### src/rtl/booth_multiplier_controller_if.sv
// Request/result bundle between a requesting unit and the Booth multiplier controller.
// The requester (master) drives start and the operands; the controller (slave) returns status and product.
interface booth_multiplier_controller_if #(
  parameter int WIDTH = 4
);
  logic                 start;
  logic [WIDTH-1:0]     multiplicand;
  logic [WIDTH-1:0]     multiplier;
  logic                 busy;
  logic                 done;
  logic [2*WIDTH-1:0]   product;

  modport master (
    output start, multiplicand, multiplier,
    input  busy, done, product
  );

  modport slave (
    input  start, multiplicand, multiplier,
    output busy, done, product
  );
endinterface

### src/rtl/booth_multiplier_controller.sv
// Sequential signed multiplier using radix-2 Booth recoding: one add, subtract or pass per CALC cycle
// through a WIDTH+1-bit adder/subtracter, then an arithmetic shift of {A,Q,Q_1}.
module booth_multiplier_controller #(
  parameter int WIDTH = 4
) (
  input  logic                          clk,
  input  logic                          rst_n,
  booth_multiplier_controller_if.slave  bus
);

  localparam int CW = $clog2(WIDTH + 1);

  typedef enum logic [1:0] {IDLE, CALC, DONE} state_t;

  state_t               state, state_next;
  logic [WIDTH:0]       a, mx;
  logic [WIDTH-1:0]     q;
  logic                 q_1;
  logic [CW-1:0]        cnt;
  logic [2*WIDTH-1:0]   product_q;

  logic                 sub, add_en, last_step;
  logic [WIDTH:0]       b_op, t, a_sh;
  logic [WIDTH-1:0]     q_sh;

  assign last_step = (cnt == CW'(1));

  always_comb begin
    // NOTE: every combinationally assigned signal gets a default first so no path can infer a latch.
    state_next = state;
    unique case (state)
      IDLE:    if (bus.start) state_next = CALC;
      CALC:    if (last_step) state_next = DONE;
      DONE:    state_next = IDLE;
      default: state_next = IDLE;
    endcase
  end

  // Booth step: {Q[0],Q_1}=01 adds Mx, 10 subtracts it as A + ~Mx + 1, 00/11 pass A through.
  always_comb begin
    sub    = q[0] & ~q_1;
    add_en = q[0] ^ q_1;
    b_op   = add_en ? (mx ^ {(WIDTH+1){sub}}) : '0;
    t      = a + b_op + {{WIDTH{1'b0}}, sub};
    a_sh   = {t[WIDTH], t[WIDTH:1]};
    q_sh   = {t[0], q[WIDTH-1:1]};
  end

  // NOTE: sequential state uses non-blocking assignments so every register samples pre-edge values.
  always_ff @(posedge clk or negedge rst_n) begin
    if (!rst_n) begin
      state     <= IDLE;
      a         <= '0;
      mx        <= '0;
      q         <= '0;
      q_1       <= 1'b0;
      cnt       <= '0;
      product_q <= '0;
    end else begin
      state <= state_next;
      unique case (state)
        IDLE: begin
          if (bus.start) begin
            a   <= '0;
            mx  <= {bus.multiplicand[WIDTH-1], bus.multiplicand};
            q   <= bus.multiplier;
            q_1 <= 1'b0;
            cnt <= CW'(WIDTH);
          end
        end
        CALC: begin
          a   <= a_sh;
          q   <= q_sh;
          q_1 <= q[0];
          cnt <= cnt - CW'(1);
          // The product is taken from the final shifted values so it is valid in the DONE cycle.
          if (last_step) product_q <= {a_sh[WIDTH-1:0], q_sh};
        end
        default: ;
      endcase
    end
  end

  assign bus.busy    = (state == CALC);
  assign bus.done    = (state == DONE);
  assign bus.product = product_q;

endmodule
### src/flat_wrapper.sv
// flat-port wrapper written by rule: the top's interface ports become plain ports
module booth_multiplier_controller_flat 
#(
  parameter int WIDTH = 4
)
  (clk, rst_n, bus_start, bus_multiplicand, bus_multiplier, bus_busy, bus_done, bus_product);
  booth_multiplier_controller_if #(.WIDTH(WIDTH)) bus_i ();
  input  logic clk;
  input  logic rst_n;
  input wire logic [$bits(bus_i.start)-1:0] bus_start;
  input wire logic [$bits(bus_i.multiplicand)-1:0] bus_multiplicand;
  input wire logic [$bits(bus_i.multiplier)-1:0] bus_multiplier;
  output wire logic [$bits(bus_i.busy)-1:0] bus_busy;
  output wire logic [$bits(bus_i.done)-1:0] bus_done;
  output wire logic [$bits(bus_i.product)-1:0] bus_product;
  assign bus_i.start = bus_start;
  assign bus_i.multiplicand = bus_multiplicand;
  assign bus_i.multiplier = bus_multiplier;
  assign bus_busy = bus_i.busy;
  assign bus_done = bus_i.done;
  assign bus_product = bus_i.product;
  booth_multiplier_controller #(.WIDTH(WIDTH)) u_core (.clk(clk), .rst_n(rst_n), .bus(bus_i));
endmodule
### config.mk
export PLATFORM = sky130hd
export DESIGN_NAME = booth_multiplier_controller_flat
export DESIGN_NICKNAME = d
export VERILOG_FILES = /design/src/rtl/booth_multiplier_controller_if.sv /design/src/rtl/booth_multiplier_controller.sv /design/src/flat_wrapper.sv
export SDC_FILE = /design/constraint.sdc
export NUM_CORES = 1
export LEC_CHECK = 0
export BUFFER_PORTS_ARGS = -buffer_cell sky130_fd_sc_hd__buf_2
export CAP_MARGIN = 15
export CORE_MARGIN = 4
export CORE_UTILIZATION = 35
export CTS_CLUSTER_DIAMETER = 80
export CTS_CLUSTER_SIZE = 30
export DETAILED_ROUTE_END_ITERATION = 8
export SKIP_CTS_REPAIR_TIMING = 1
export SLEW_MARGIN = 20
export SYNTH_ARGS = -nofsm -noshare
export SYNTH_HDL_FRONTEND = slang
export SYNTH_SLANG_ARGS = --single-unit
### constraint.sdc
create_clock -name clk -period 2.65 [get_ports clk]
set_clock_uncertainty 0.1 [all_clocks]
set_input_delay 0.53 -clock clk [delete_from_list [all_inputs] [get_ports clk]]
set_output_delay 0.53 -clock clk [all_outputs]
set_load 0.1 [all_outputs]
==> reports/results.ini <==
[sta]
slew_headroom_pct=59.6
period_needed_ns=2.42
max_freq_mhz=414
rsz0062_at_grt=false
setup_viol=0
tightest_slew_ns=0.605
hold_viol=0
setup_tns_ns=0
slew_violations=0
finalCritPeriodShare_pct=91.2

[synthesis]
yosysMostFrequentCell=dfrtp_1
synth_edf_count=0
yosysWarnings=0
synthTopCellsByArea=dfrtp_1 48%, ha_1 5.5%, nand2_1 5.5%
netlist_area_um2=1360
synth_seq_cells=26
ys.flop_type=dfrtp_1
ys_types=28
synth_top_area_share_pct=47.8
yosysSeqAreaShare_pct=47.8
syn_inst=129
async_flop_share_pct=100
ys_top_cells_by_count=26 x dfrtp_1, 20 x nand2_1, 14 x o21ai_0, 10 x inv_1, 6 x ha_1
syn_area_per_cell_um2=10.5
yosys.area.top_type=dfrtp_1
synth_nets=148

[cells_and_area]
fillers=363
multi_input_area_um2=647
final_nets=170
regArea_um2=651
drive_gt1_share_pct=25.3
n_antenna_cell=0
area_delta_synth_final_pct=15.7

[floorplanning]
fp.coreArea_um2=3720
fp.dieH_um=70.3
start_util_pct=36.6
die_area_um2=4950
die_w_um=70.3
io_pins=21
num_rows=22

[grt]
grt_pass1_wl_mm=4.81
track_usage_pct=12.0
grt_overflow=0
antenna_found_initial=0
grt_pass1_vias=999
grt_max_degree=27

[clocking]
cts_root_buffer=clkbuf_8
cts_tree=built
htree_levels=1
clock_sinks=26
clock_path_buffers=2
insertion_delay_ns=0.27
cts_buffers=3
clk_transition_reported_paths_ns=0.09

[setup_path]
critPathSlowestCell=fa_1
max_stage_delay_ns=0.40
crit_chain=inv_1 > ha_1 > xor2_1 > nand2b_1 > fa_1 > fa_1 > nand2b_1 > a31oi_1 > o21ai_0
cp.required_ns=2.70
critical_path.max_fanout=5
crit_type=reg2reg
critPathLaunchType=register
arrival_ns=2.47
end_kind=register

[drt]
drt_iter0_markers=60
drt-total-wl_mm=2.65
drt-pass1-iter-count=4
wl_per_cell_um=13.4
vias_per_cell=4.83
drc_errors=0
drtAntennaViolNets=0
route.vias.total=957

[run]
cap_viol_max_count=0

[hold_path]
hp-class=in2async

[place]
routabilityCongestion=0.824
io_buffers=20
hpwl_mm=1.99

[outcome]
outcome=complete, no violations

[metrics by stage]
step / cell area, um^2 / instances / hold WS, ns / worst slack [ns] / util (%)
after floorplan: 1360 / 129 / 0.134 / 0.101 / -
after global placement: 1500 / 194 / 0.356 / 0.286 / 40.4
after detailed placement: 1500 / 194 / 0.368 / 0.214 / 40.4
after CTS: 1570 / 198 / 0.163 / 0.218 / 42.4
after global routing: 1570 / 198 / 0.192 / 0.00846 / 42.4
final: 1570 / 198 / 0.157 / 0.233 / 42.4
[final timing paths]
kind	from	end	slack (ns)	depth (start not counted)
max	u_core.q_1	u_core.bus.product[7]	0.23	9
min	rst_n	u_core.q[2]	0.16	1
max reg2reg	u_core.q_1	u_core.bus.product[7]	0.23	9
min reg2reg	u_core.bus.product[1]	u_core.bus.product[1]	0.38	2
max in group asynchronous	rst_n	u_core.mx[3]	1.89	1
min in group clk	u_core.bus.product[1]	u_core.bus.product[1]	0.38	2
[layout by cell type (no fill, tap or decap), drive strengths merged]
cell,synthesis,layout
clkbuf,0,3
dfrtp,26,26
nand3b,2,2
mux2,4,4
buf,4,21
nand4,2,2
a211o,2,2
ha,6,6
nor2,3,3
a21oi,5,5
xnor2,2,2
inv,10,10
a22o,1,1
xor2,3,3
bufinv,0,1
a2bb2oi,1,1
nand2,20,20
nand2b,4,4
and2b,4,4
nand4bb,1,1
nor2b,4,4
o21ai,14,14
nand3,2,2
fa,2,2
a22oi,4,4
a31oi,2,2
o21bai,1,1
[logic make-up after synthesis]
logic type	share of synthesized area, %
AND/OR/NAND/NOR	19.0
AO/OA/AOI/OAI	13.5
flip-flops	47.8
buffers and inverters	4.60
adder cells (fa/ha/maj)	8.46
XOR/XNOR	3.22
multiplexers	3.31
[sequential cells by signal, indices dropped and copies added (netlist names)]
signal,count
u_core.cnt,3
u_core.bus.product,8
u_core.q,4
u_core.a,4
u_core.q_1,1
u_core.state,2
u_core.mx,4
[per-layer routing]
metal | global-route usage [%] | wire, um | vias up
met3 | 3.88 | 125 | 2
met2 | 18.3 | 1190 | 24
met1 | 16.5 | 1320 | 449
met5 | 0 | 0 | -
met4 | 2.55 | 17 | 0
li1 | - | - | 482
[final cells by class]
| type | instances | share of cell area [%] |
|---|---|---|
| clock buffer | 3 | 2.62 |
| clock inverter | 1 | 1.91 |
| sequential | 26 | 41.3 |
| tap | 48 | 3.82 |
| timing repair buffer | 21 | 6.84 |
| multi-input combinational | 89 | 41.1 |
| inverter | 10 | 2.38 |
[critical path: cells and delay by family (launching register included)]
family,cells,cell delay [ns]
AOI/OAI and AO/OA,2,0.27
and+or+nand+nor,2,0.23
xor gates and xnor gates,1,0.17
adders and majority gates,3,1.08
DFF,1,0.39
buffers and inverters,1,0.06
Power is left out: the tool's default activity adds up to more than one toggle a clock period on the data nets, which glitch-free logic cannot reach.
